===== src/rtl/ns_arb_pkg.sv =====
// Shared types and helpers for the ns_* arbiter family.
// Holds the FSM state enum, the default weight width and the find-first-one helper.
package ns_arb_pkg;

   typedef enum logic [0:0] {ARB_IDLE, ARB_GRANT} arb_st_e;

   localparam int DFLT_WGT_W = 4;
   localparam int ARB_MAX    = 64;

   // Lowest set bit of a double-width (unrolled circular) request vector, -1 if none.
   // Masking the low copy below the pointer turns this into a circular search from ptr.
   function automatic int dbl_ff1_idx(input logic [2*ARB_MAX-1:0] vec);
      dbl_ff1_idx = -1;
      for (int i = 2*ARB_MAX-1; i >= 0; i--) begin
         if (vec[i]) dbl_ff1_idx = i;
      end
   endfunction

endpackage


===== src/rtl/ns_rr_pick.sv =====
// Combinational circular priority picker: first set bit of vec at or above ptr, wrapping.
// Built as a double-width masked find-first so it drops into any round-robin arbiter.
module ns_rr_pick
   import ns_arb_pkg::*;
#(
   parameter int N  = 8,
   parameter int IW = $clog2(N)
) (
   input  logic [N-1:0]  vec,
   input  logic [IW-1:0] ptr,
   output logic [N-1:0]  onehot,
   output logic [IW-1:0] idx,
   output logic          found
);

   logic [2*N-1:0] dbl_m;
   int             pos;
   int             p;

   always_comb begin
      dbl_m  = {vec, vec} & ~(((2*N)'(1) << ptr) - (2*N)'(1));
      pos    = dbl_ff1_idx((2*ARB_MAX)'(dbl_m));
      found  = (pos >= 0);
      p      = 0;
      onehot = '0;
      idx    = '0;
      if (found) begin
         p         = (pos >= N) ? pos - N : pos;
         onehot[p] = 1'b1;
         idx       = IW'(p);
      end
   end

endmodule


===== src/rtl/ns_gnrl_wrr_lock_arb.sv =====
// Weighted round-robin arbiter with per-channel credit, lock hold and request mask.
// Grant outputs are registered; release re-arbitrates in the same edge without a bubble.
module ns_gnrl_wrr_lock_arb
   import ns_arb_pkg::*;
#(
   parameter int ARBT_NUM = 8,
   parameter int WGT_W    = DFLT_WGT_W,
   parameter int IDX_W    = $clog2(ARBT_NUM)
) (
   input  logic                      clk,
   input  logic                      rst,
   input  logic [ARBT_NUM-1:0]       req_vec,
   input  logic [ARBT_NUM-1:0]       req_mask_vec,
   input  logic [ARBT_NUM*WGT_W-1:0] wgt_vec,
   input  logic                      arbt_ena,
   input  logic                      lock,
   output logic [ARBT_NUM-1:0]       grt_vec,
   output logic [IDX_W-1:0]          grt_idx,
   output logic                      grt_vld
);

   arb_st_e             st_q, st_n;
   logic [IDX_W-1:0]    ptr_q, ptr_n, nxt_ptr, pick_ptr, pick_idx, grt_idx_n;
   logic [WGT_W-1:0]    cred_q, cred_n, pick_wgt;
   logic [ARBT_NUM-1:0] elig, pick_oh, grt_vec_n;
   logic                pick_found, grt_vld_n, rel, ld;

   assign elig     = req_vec & ~req_mask_vec;
   assign nxt_ptr  = (grt_idx == IDX_W'(ARBT_NUM-1)) ? '0 : grt_idx + IDX_W'(1);
   // On release the search starts just past the old grant, so it wins only when alone.
   assign pick_ptr = (st_q == ARB_GRANT) ? nxt_ptr : ptr_q;
   assign pick_wgt = wgt_vec[int'(pick_idx)*WGT_W +: WGT_W];

   ns_rr_pick #(.N(ARBT_NUM), .IW(IDX_W)) u_pick (
      .vec    (elig),
      .ptr    (pick_ptr),
      .onehot (pick_oh),
      .idx    (pick_idx),
      .found  (pick_found)
   );

   always_comb begin
      st_n      = st_q;
      ptr_n     = ptr_q;
      cred_n    = cred_q;
      grt_vec_n = grt_vec;
      grt_idx_n = grt_idx;
      grt_vld_n = grt_vld;
      rel       = 1'b0;
      ld        = 1'b0;
      if (arbt_ena) begin
         case (st_q)
            ARB_IDLE: ld = pick_found;
            ARB_GRANT: begin
               if (!elig[grt_idx]) begin
                  rel = 1'b1;
               end else if (!lock) begin
                  if (cred_q != '0) cred_n = cred_q - WGT_W'(1);
                  else              rel    = 1'b1;
               end
            end
            default: ;
         endcase
         if (rel) begin
            ptr_n = nxt_ptr;
            ld    = pick_found;
            if (!pick_found) begin
               st_n      = ARB_IDLE;
               grt_vec_n = '0;
               grt_vld_n = 1'b0;
            end
         end
         if (ld) begin
            st_n      = ARB_GRANT;
            grt_vec_n = pick_oh;
            grt_idx_n = pick_idx;
            grt_vld_n = 1'b1;
            cred_n    = (pick_wgt == '0) ? '0 : pick_wgt - WGT_W'(1);
         end
      end
   end

   always_ff @(posedge clk or posedge rst) begin
      if (rst) begin
         st_q    <= ARB_IDLE;
         ptr_q   <= '0;
         cred_q  <= '0;
         grt_vec <= '0;
         grt_idx <= '0;
         grt_vld <= 1'b0;
      end else begin
         st_q    <= st_n;
         ptr_q   <= ptr_n;
         cred_q  <= cred_n;
         grt_vec <= grt_vec_n;
         grt_idx <= grt_idx_n;
         grt_vld <= grt_vld_n;
      end
   end

endmodule


===== config.mk =====
export PLATFORM = sky130hd
export DESIGN_NAME = ns_gnrl_wrr_lock_arb
export DESIGN_NICKNAME = d
export VERILOG_FILES = /design/src/rtl/ns_arb_pkg.sv /design/src/rtl/ns_rr_pick.sv /design/src/rtl/ns_gnrl_wrr_lock_arb.sv
export SDC_FILE = /design/constraint.sdc
export NUM_CORES = 1
export LEC_CHECK = 0
export CAP_MARGIN = 25
export CELL_PAD_IN_SITES_DETAIL_PLACEMENT = 0
export CELL_PAD_IN_SITES_GLOBAL_PLACEMENT = 1
export CORE_MARGIN = 2
export CORE_UTILIZATION = 30
export DETAILED_ROUTE_END_ITERATION = 12
export MAX_ROUTING_LAYER = met4
export PLACE_DENSITY = 0.84
export SLEW_MARGIN = 30
export SYNTH_ARGS = -nofsm -noshare
export SYNTH_HDL_FRONTEND = slang
export SYNTH_SLANG_ARGS = --single-unit

===== constraint.sdc =====
create_clock -name clk -period 4 [get_ports clk]
set_clock_uncertainty 0.15 [all_clocks]
set_input_delay 0.8 -clock clk [delete_from_list [all_inputs] [get_ports clk]]
set_output_delay 0.8 -clock clk [all_outputs]
set_load 0.1 [all_outputs]

Yosys cells after proc, flatten, opt, wreduce, memory -nomap -nowiden
Index checks and enable logic that the tools add are counted.
- bits in registers: 19
- logic and storage cells: 80
- add/subtract/negate cells: 5
- $lt $le $gt $ge: 5
- eq/ne operators: 3
- shift-type cells: 2
- multiplexer cells: 45
- bitwise gates (word level): 4
- reduce and logical (&&, ||, !) cells: 11
- operators by type and width (operator ; count):
    2-to-1 mux 32 bit ; 17
    greater-or-equal comparator 32 x 1 -> 1 bit, second input constant ; 2
    greater-or-equal comparator 32 x 5 -> 1 bit, second input constant ; 1
    < comparator 32 x 5 -> 1 bit, second input constant ; 1
    2-to-1 mux 8 bit ; 4
    variable part select 32 x 6 -> 4 bit ; 1
    subtractor 32 x 5 -> 32 bit, second input constant ; 1
    2-to-1 mux 4 bit ; 6
    AND 16 bit ; 1
    inverter 16 bit ; 1
    left shift 1 x 3 -> 16 bit, first input constant ; 1
    subtractor 16 x 1 -> 16 bit, second input constant ; 1
    2-to-1 mux 1 bit ; 13
    2-to-1 mux 3 bit ; 3
    AND 8 bit ; 1
    inverter 8 bit ; 1
    nonzero test 2 bit ; 4
    subtractor 4 x 1 -> 4 bit, second input constant ; 2
    AND reduction 5 bit ; 1
    logical NOT 4 bit ; 1
    < comparator 3 x 4 -> 1 bit, second input constant ; 1
    inequality test 2 x 1 -> 1 bit, second input constant ; 2
    AND reduction 2 bit ; 2
    nonzero test 4 bit ; 1
    6 further kinds ; 6

Longest topological paths before layout
Gate-level depths: netlist (run 1).
- depth after elaboration: 31
- mapped depth: 16

Modules after synthesis
A second synthesis (run 1) with hierarchy kept.
- cells, all modules: 222
- area total of the unflattened synthesis: 2009.4 um^2
- modules (own cells, without submodules) (module ; instances ; cells an instance ; area an instance (um^2) ; sequential area each (um^2)):
    ns_gnrl_wrr_lock_arb ; 1 ; 152 ; 1529.0 ; 475.5
    ns_rr_pick ; 1 ; 70 ; 480.5 ; 0.0

Least setup slack after synthesis (run 1)
No wires, ideal clock.
- path kind: reg2reg
- from: reg grt_idx[1]
- to: reg cred_q[1]
- setup time: 0.094 ns
- arrival time: 4.481 ns
- data required time: 3.756 ns
- slack: -0.725 ns
- cell stages (with the launch flop): 16
- cell sequence: dfrtp_1 ha_1 ha_1 o31ai_1 nand2_1 ha_1 nor3b_1 mux2_4 or3_4 o211ai_2 buf_6 nor2_4 a22o_1 a222oi_1 o211ai_1 a221oi_2
- longest elaborated chain between the ends: 30
- elaborated cells on any way between the ends: 47
- classes of those cells: add/sub (4); order compare (2); eq/ne (2); shift (2); mux (30); bitwise (2); reduce/logical (5)
- RTL lines (item ; RTL line ; text):
    start, declared ; ns_gnrl_wrr_lock_arb.sv:18 ; output logic [IDX_W-1:0] grt_idx,
    start signal, assigned ; ns_gnrl_wrr_lock_arb.sv:96 ; grt_idx <= grt_idx_n;
    adder 3 x 1 -> 3 bit / == test 3 bit (equally long branches) ; ns_gnrl_wrr_lock_arb.sv:29 ; assign nxt_ptr = (grt_idx == IDX_W'(ARBT_NUM-1)) ? '0 : grt_idx + IDX_W'(1);
    2-to-1 mux 3 bit (*) ; ns_gnrl_wrr_lock_arb.sv:29 ;
    net nxt_ptr[2] ; ns_gnrl_wrr_lock_arb.sv:23 ; logic [IDX_W-1:0] ptr_q, ptr_n, nxt_ptr, pick_ptr, pick_idx, grt_idx_n;
    2-to-1 mux 3 bit (*) ; ns_gnrl_wrr_lock_arb.sv:31 ; assign pick_ptr = (st_q == ARB_GRANT) ? nxt_ptr : ptr_q;
    left shift 1 x 3 -> 16 bit (*) ; ns_rr_pick.sv:21 ; dbl_m = {vec, vec} & ~(((2*N)'(1) << ptr) - (2*N)'(1));
    subtractor 16 x 1 -> 16 bit (*) ; ns_rr_pick.sv:21 ;
    inverter 16 bit (*) ; ns_rr_pick.sv:21 ;
    AND 16 bit (*) ; ns_rr_pick.sv:21 ;
    2-to-1 mux 32 bit (15 in series) ; ns_arb_pkg.sv:15 ; if (vec[i]) dbl_ff1_idx = i;
    2-to-1 mux 32 bit (*) ; ns_arb_pkg.sv:15 ;
    greater-or-equal comparator 32 x 5 -> 1 bit ; ns_rr_pick.sv:28 ; p = (pos >= N) ? pos - N : pos;
    2-to-1 mux 32 bit ; ns_rr_pick.sv:28 ;
    2-to-1 mux 3 bit ; ns_rr_pick.sv:27 ; if (found) begin
    variable part select 32 x 6 -> 4 bit ; ns_gnrl_wrr_lock_arb.sv:32 ; assign pick_wgt = wgt_vec[int'(pick_idx)*WGT_W +: WGT_W];
    subtractor 4 x 1 -> 4 bit / logical NOT 4 bit (equally long branches) ; ns_gnrl_wrr_lock_arb.sv:78 ; cred_n = (pick_wgt == '0) ? '0 : pick_wgt - WGT_W'(1);
    2-to-1 mux 4 bit ; ns_gnrl_wrr_lock_arb.sv:78 ;
    2-to-1 mux 4 bit ; ns_gnrl_wrr_lock_arb.sv:73 ; if (ld) begin
    end signal, assigned ; ns_gnrl_wrr_lock_arb.sv:94 ; cred_q <= cred_n;
    end, declared ; ns_gnrl_wrr_lock_arb.sv:24 ; logic [WGT_W-1:0] cred_q, cred_n, pick_wgt;
Mark *: on every way through the listed nets, which the timed path passes. The rest lies on a longest branch. The select of a mux whose other input is x is not followed.
A chain may end at the register's enable or synchronous reset.

Worst setup path after layout (run 1)
- from: reg grt_idx[1]
- to: reg cred_q[1]
- longest elaborated chain between the ends: 30
- elaborated cells on any way between the ends: 47
- classes of those cells: add/sub (4); order compare (2); eq/ne (2); shift (2); mux (30); bitwise (2); reduce/logical (5)
- RTL lines (item ; RTL line):
    adder 3 x 1 -> 3 bit / == test 3 bit (equally long branches) ; ns_gnrl_wrr_lock_arb.sv:29
    2-to-1 mux 3 bit ; ns_gnrl_wrr_lock_arb.sv:29
    2-to-1 mux 3 bit ; ns_gnrl_wrr_lock_arb.sv:31
    left shift 1 x 3 -> 16 bit ; ns_rr_pick.sv:21
    subtractor 16 x 1 -> 16 bit ; ns_rr_pick.sv:21
    inverter 16 bit ; ns_rr_pick.sv:21
    AND 16 bit ; ns_rr_pick.sv:21
    2-to-1 mux 32 bit (16 in series) ; ns_arb_pkg.sv:15
    greater-or-equal comparator 32 x 5 -> 1 bit ; ns_rr_pick.sv:28
    2-to-1 mux 32 bit ; ns_rr_pick.sv:28
    2-to-1 mux 3 bit ; ns_rr_pick.sv:27
    variable part select 32 x 6 -> 4 bit ; ns_gnrl_wrr_lock_arb.sv:32
    subtractor 4 x 1 -> 4 bit / logical NOT 4 bit (equally long branches) ; ns_gnrl_wrr_lock_arb.sv:78
    2-to-1 mux 4 bit ; ns_gnrl_wrr_lock_arb.sv:78
    2-to-1 mux 4 bit ; ns_gnrl_wrr_lock_arb.sv:73
Several ways; a longest one is shown, not always the timed one. The select of a mux whose other input is x is not followed.

==> flow_metrics.env, run 1 <==
export IMPL_n_antenna_cell=0
export IMPL_row_count=28
export IMPL_yosys_cell_types_count=59
export IMPL_dieArea_um2=6900
export IMPL_numPortBuffers=63
export IMPL_synth_area_per_cell_um2=8.84
export IMPL_gr_total_overflow=0
export IMPL_post_synth_top_count_cell="dfrtp_1"
export IMPL_vias_per_cell=5.37
export IMPL_worstSetupPathDepth=16
export IMPL_critPathBufInv=1
export IMPL_cts_root_buffer="clkbuf_8"
export IMPL_fin_area_um2=3010
export IMPL_htreeDepth=1
export IMPL_io_pins=64
export IMPL_cts_tree="yes"
export IMPL_placed_cells=374
export IMPL_yosysSeqAreaShare_pct=25.4
export IMPL_area_growth_pct=60.8
export IMPL_core_area_um2=5990
export IMPL_ff2ff_setup_slack_ns=0.09
export IMPL_num_vias=2046
export IMPL_setup_tns_ns=0
export IMPL_hold_violations=0
export IMPL_yosys_area_top_type="dfrtp_1"
export IMPL_gr_usage_all_layers_pct=17.3
export IMPL_wl_um=5780
export IMPL_holdPathStages=1
export IMPL_synthArstFlopShare_pct=100
export IMPL_path_delay_family="simple AND/OR/NAND/NOR gates"
export IMPL_arrival_ns=3.93
export IMPL_grt_pass1_wl_um=9780
export IMPL_crit_path_max_fanout=7
export IMPL_min_period_ns=3.91
export IMPL_finalCritPeriodShare_pct=97.6
export IMPL_drv_slew=0
export IMPL_critical_path_endpoint="cred_q[1]"
export IMPL_worst_r2r_cell_count=16
export IMPL_dr_pass1_iters=4
export IMPL_hp_class="register to register"
export IMPL_ys_flop_type="dfrtp_1"
export IMPL_yosys_register_bits=19
export IMPL_clock_latency_ns=0.26
export IMPL_synth_area_leaders="dfrtp_1 25%, mux2i_1 9.1%, a22o_1 4.7%, nor2b_1 4.0%, nand2_1 3.4%"
export IMPL_grt_max_degree=20
export IMPL_maxClockFrequency_mhz=256
export IMPL_outcome="finished, final reports clean"
export IMPL_critPathLaunch="grt_idx[1]"
export IMPL_leakage_nw=1.24
export IMPL_end_kind="register"
export IMPL_r2r_start="grt_idx[1]"
export IMPL_post_dp_hpwl_um=4710
export IMPL_ys_top_cells_by_count="19 x dfrtp_1, 17 x mux2i_1, 17 x nand2_1"
export IMPL_gp_congestion=0.880
export IMPL_crit_top_cell="ha_4"
export IMPL_yosys_warnings=0
export IMPL_cts_buffers=3
export IMPL_avgRoutedWirePerCell_um=15.2
export IMPL_drive_gt1_share_pct=25.8
export IMPL_antenna_found_initial=0
export IMPL_drt_initial_drc_count=130
export IMPL_utilization_pct=50.3
export IMPL_finalSetupViolations=0
export IMPL_maxCapViolCount=0
export IMPL_grt_pass1_vias=2100
export IMPL_placed_cell_area_um2=2850
export IMPL_power_density_nw_per_um2=1060
export IMPL_synth_top_area_share_pct=25.4
export IMPL_ant_nets=0
export IMPL_initial_core_util_pct=31.3
export IMPL_die_w_um=83.0
export IMPL_synth_nets=268
export IMPL_die_y_um=83.0
export IMPL_drc=0
export IMPL_hold_buffers=0
export IMPL_crit_path_max_incr_delay_ns=0.52
export IMPL_nets=363
export IMPL_worstSetupPathType="register to register"
export IMPL_synth_edf_count=0
export IMPL_tightest_slew_ns=0.984
export IMPL_vdd_drop_max_mv=0.498
export IMPL_synthCells=212
export IMPL_instances_no_fill=381
export IMPL_crit_required_ns=4.03
export IMPL_grt_setup_unrepaired="true"
export IMPL_start_kind="register"
export IMPL_crit_slowest_cell="or4b_4"
export IMPL_r2r_end="cred_q[1]"
export IMPL_cts_path_max_buffers=2
export IMPL_relSlewSlack_pct=34.2
export IMPL_worstPathCellList="ha_4, ha_4, or3b_4, and2_4, nand2_2, ha_4, nor3b_4, mux2_4, or3_4, o211ai_2, buf_6, or4b_4, a31oi_4, a21o_1, a21oi_1, a221oi_2"
export IMPL_clk_pin_slew_ns=0.08
export IMPL_cts_sinks=19
export IMPL_netlist_area_um2=1870
[what timing repair did]
action	CTS	global route
endpoints found under the setup margin	4	4
setup buffers	0	3
resized for setup	8	11
pin swaps	0	5
[through the flow]
step / total power, W / setup slack (ns) / hold WS, ns
5_1_grt: 0.00345 / -0.0892 / 0.376
2_1_floorplan: 0.00211 / -0.0816 / 0.348
6_report: 0.00321 / 0.0946 / 0.355
4_1_cts: 0.00302 / 0.0286 / 0.360
3_3_place_gp: 0.00278 / -0.0811 / 0.341
3_5_place_dp: 0.00281 / -0.124 / 0.342
[per-layer routing]
layer | part of all wire, % | up-vias | track usage, %
met2 | 48 | 58 | 29.0
met5 | 0 | - | -
met4 | 1.5 | 0 | 4.92
met1 | 46 | 954 | 22.4
li1 | - | 1025 | -
met3 | 4.1 | 9 | 1.39
[cells by family (layout without fill, tap and decap cells)]
group / count (synthesis) / count (layout) / synth area share [%]
AND/OR/NAND/NOR: 83 / 83 / 25.1
flip-flops: 19 / 19 / 25.4
buffers and inverters: 9 / 103 / 3.00
AO/OA/AOI/OAI: 72 / 72 / 28.7
XOR/XNOR: 1 / 1 / 0.467
multiplexers: 24 / 24 / 14.7
adder cells (fa/ha/maj): 4 / 4 / 2.67
[power by group]
part / internal (W) / switching (W) / total (W)
registers: 0.000289 / 0.0000884 / 0.000377
clock network: 0.0000694 / 0.0000677 / 0.000137
logic: 0.00122 / 0.00147 / 0.00269
[cells in the final DEF (no fill, tap or decap), drive strengths merged, types with 2 or more instances in the layout]
cell type / Yosys / routed
clkdlybuf4s50: 0 / 63
buf: 3 / 32
dfrtp: 19 / 19
mux2i: 17 / 17
nand2: 17 / 17
nor2b: 12 / 12
nor2: 11 / 11
o21ai: 11 / 11
a22o: 10 / 10
a21oi: 10 / 10
nand2b: 9 / 9
o211ai: 8 / 8
nand3: 6 / 6
nand4: 5 / 5
mux2: 5 / 5
a21o: 4 / 4
or3: 4 / 4
and3: 4 / 4
inv: 4 / 4
ha: 4 / 4
and2: 4 / 4
o31ai: 4 / 4
clkbuf: 2 / 3
nor3: 3 / 3
a31oi: 3 / 3
mux4: 2 / 2
nand3b: 2 / 2
a22oi: 2 / 2
o31a: 2 / 2
a222oi: 2 / 2
or4b: 2 / 2
o311ai: 2 / 2
a32o: 2 / 2
a21boi: 2 / 2
a211oi: 2 / 2
o211a: 2 / 2
[worst min path at each step]
stage | start | endpoint
final | grt_vec[5] | grt_vec[5]
after global routing | grt_vec[5] | grt_vec[5]
after CTS | grt_vec[7] | grt_vec[7]
after detailed placement | grt_vec[5] | grt_vec[5]
after global placement | grt_vec[7] | grt_vec[7]
after floorplan | ptr_q[0] | ptr_q[0]
[final cells by class]
type                            instances  area [µm²]
Fill cell                             559        2980
Multi-Input combinational cell        184        1500
Timing Repair Buffer                   95         878
Sequential cell                        19         485
Tap cell                               75        93.8
Clock buffer                            3        41.3
Inverter                                4        15.0
Clock inverter                          1        5.00
[sequential cells by signal, indices dropped and copies added (netlist names)]
register,flops
grt_idx,3
st_q,1
ptr_q,3
cred_q,4
grt_vec,8
(Power assumes the default switching activity.)
==> inputs of run 2 (changes only) <==
- MAX_ROUTING_LAYER: met4 -> unset
==> run 2 against run 1 <==
Against the previous run: die area did not move; first-iteration DRC count rose by 0.77%; sequential share of layout area is the same; sequential power is essentially flat; worst hold slack got worse by 0.0022 ns; routed wire length is essentially flat; sequential cell count is the same; worst setup slack better by 0.00098 ns.
==> flow_metrics.env, run 2 (synthesis gave the netlist of run 1 again) <==
export IMPL_critPathLaunch="grt_idx[1]"
export IMPL_min_delay_start="grt_vec[5]"
export IMPL_instances_no_fill=381
export IMPL_area_growth_pct=60.8
export IMPL_finalCritPeriodShare_pct=97.6
export IMPL_ff2ff_setup_slack_ns=0.1
export IMPL_power_w=0.00320
export IMPL_maxCapViolCount=0
export IMPL_grt_max_degree=20
export IMPL_top_register="grt_vec"
export IMPL_largest_reg_flops=8
export IMPL_hold_violations=0
export IMPL_min_period_ns=3.90
export IMPL_hold_buffers=0
export IMPL_die_y_um=83.0
export IMPL_final_common_cell="clkdlybuf4s50_1"
export IMPL_core_area_um2=5990
export IMPL_worst_r2r_cell_count=16
export IMPL_htreeDepth=1
export IMPL_leakage_nw=1.24
export IMPL_avgRoutedWirePerCell_um=15.2
export IMPL_hp_class="register to register"
export IMPL_layout_common_cells="63 x clkdlybuf4s50_1, 30 x buf_4, 17 x mux2i_1"
export IMPL_vias_per_cell=5.37
export IMPL_drt_initial_drc_count=131
export IMPL_dr_pass1_iters=4
export IMPL_io_pins=64
export IMPL_drv_slew=0
export IMPL_placed_cells=374
export IMPL_crit_path_max_fanout=7
export IMPL_numPortBuffers=63
export IMPL_critical_path_endpoint="cred_q[1]"
export IMPL_clock_latency_ns=0.26
export IMPL_largestRegisters="grt_vec: 8 flops, cred_q: 4 flops"
export IMPL_n_antenna_cell=0
export IMPL_cts_tree="yes"
export IMPL_relSlewSlack_pct=34.2
export IMPL_grt_setup_unrepaired="true"
export IMPL_row_count=28
export IMPL_vdd_drop_max_mv=0.497
export IMPL_start_kind="register"
export IMPL_post_dp_hpwl_um=4710
export IMPL_grt_pass1_wl_um=9770
export IMPL_cts_sinks=19
export IMPL_r2r_end="cred_q[1]"
export IMPL_initial_core_util_pct=31.3
export IMPL_grt_pass1_vias=2097
export IMPL_r2r_start="grt_idx[1]"
export IMPL_wl_um=5780
export IMPL_num_vias=2046
export IMPL_cts_buffers=3
export IMPL_power_density_nw_per_um2=1060
export IMPL_gp_congestion=0.866
export IMPL_cts_path_max_buffers=2
export IMPL_dieArea_um2=6900
export IMPL_gr_usage_all_layers_pct=16.8
export IMPL_gr_total_overflow=0
export IMPL_clk_pin_slew_ns=0.07
export IMPL_end_kind="register"
export IMPL_arrival_ns=3.93
export IMPL_holdWs_ns=0.353
export IMPL_drive_gt1_share_pct=25.8
export IMPL_finalSetupViolations=0
export IMPL_antenna_found_initial=0
export IMPL_worstSetupPathType="register to register"
export IMPL_die_w_um=83.0
export IMPL_cts_root_buffer="clkbuf_8"
export IMPL_outcome="finished, final reports clean"
export IMPL_nets=363
export IMPL_drc=0
export IMPL_maxClockFrequency_mhz=256
export IMPL_tightest_slew_ns=0.984
export IMPL_crit_required_ns=4.03
export IMPL_ant_nets=0
run 2: cell counts in the layout (fill, tap and decap cells not counted):
Identical to the previous run, type by type.
run 2: metal layers:
metal  wire, µm  global-route usage [%]  part of all wire [%]  vias to the layer above
met1       2580                    22.1                    45                      954
met3        290                    1.59                   5.0                        9
met2       2830                    29.0                    49                       60
met5          0                       0                     0                        -
li1           -                       -                     -                     1023
met4         83                    4.92                   1.4                        0
run 2: final cells by class:
class                   count  area [µm²]
well taps                  75        93.8
clock buffers               3        41.3
multi-input cells         184        1500
inverters                   4        15.0
repair buffers             95         878
fillers                   559        2980
clock inverters             1        5.00
flip-flops and latches     19         485
run 2: stage by stage:
step | cell area, µm² | TNS (ns) | setup slack, ns | utilization, %
after floorplan | 1950 | -0.0816 | -0.0816 | -
after CTS | 2940 | 0 | 0.0286 | 49.0
after global routing | 3010 | -0.211 | -0.0892 | 50.3
after detailed placement | 2850 | -0.303 | -0.124 | 47.6
final | 3010 | 0 | 0.0956 | 50.3
after global placement | 2850 | -0.188 | -0.0811 | 47.6
run 2: worst max-delay path, stage by stage (launching register included):
cell      delay (ns)
dfrtp_4         0.50
ha_4            0.17
ha_4            0.15
or3b_4          0.41
and2_4          0.17
nand2_2         0.09
ha_4            0.19
nor3b_4         0.21
mux2_4          0.18
or3_4           0.12
o211ai_2        0.12
buf_6           0.16
or4b_4          0.52
a31oi_4         0.18
a21o_1          0.19
a21oi_1         0.10
a221oi_2        0.22
run 2: worst min path at each step:
| stage | to | slack, ns | cells after the start |
|---|---|---|---|
| after detailed placement | grt_vec[5] | 0.34 | 1 |
| after global placement | grt_vec[7] | 0.34 | 1 |
| after CTS | grt_vec[7] | 0.36 | 1 |
| final | grt_vec[5] | 0.35 | 1 |
| after floorplan | ptr_q[0] | 0.35 | 1 |
| after global routing | grt_vec[5] | 0.38 | 1 |
run 2: what timing repair did:
action                                  in CTS  in global routing
endpoints found under the setup margin       4                  4
hold endpoints to repair                     0                  0
setup buffers                                0                  3
resized for setup                            8                 11
pin swaps                                    0                  5
run 2: power breakdown:
part           switching (W)  internal [W]  total [W]
logic                0.00147       0.00122    0.00269
registers          0.0000888      0.000289   0.000378
clock network      0.0000664     0.0000694   0.000136
total                0.00163       0.00158    0.00320
==> inputs of run 3 (changes only) <==
- CTS_CLUSTER_SIZE: unset -> 40
==> results of run 3 <==
The final DEF is identical to that of run 2; final timing and power are the same.
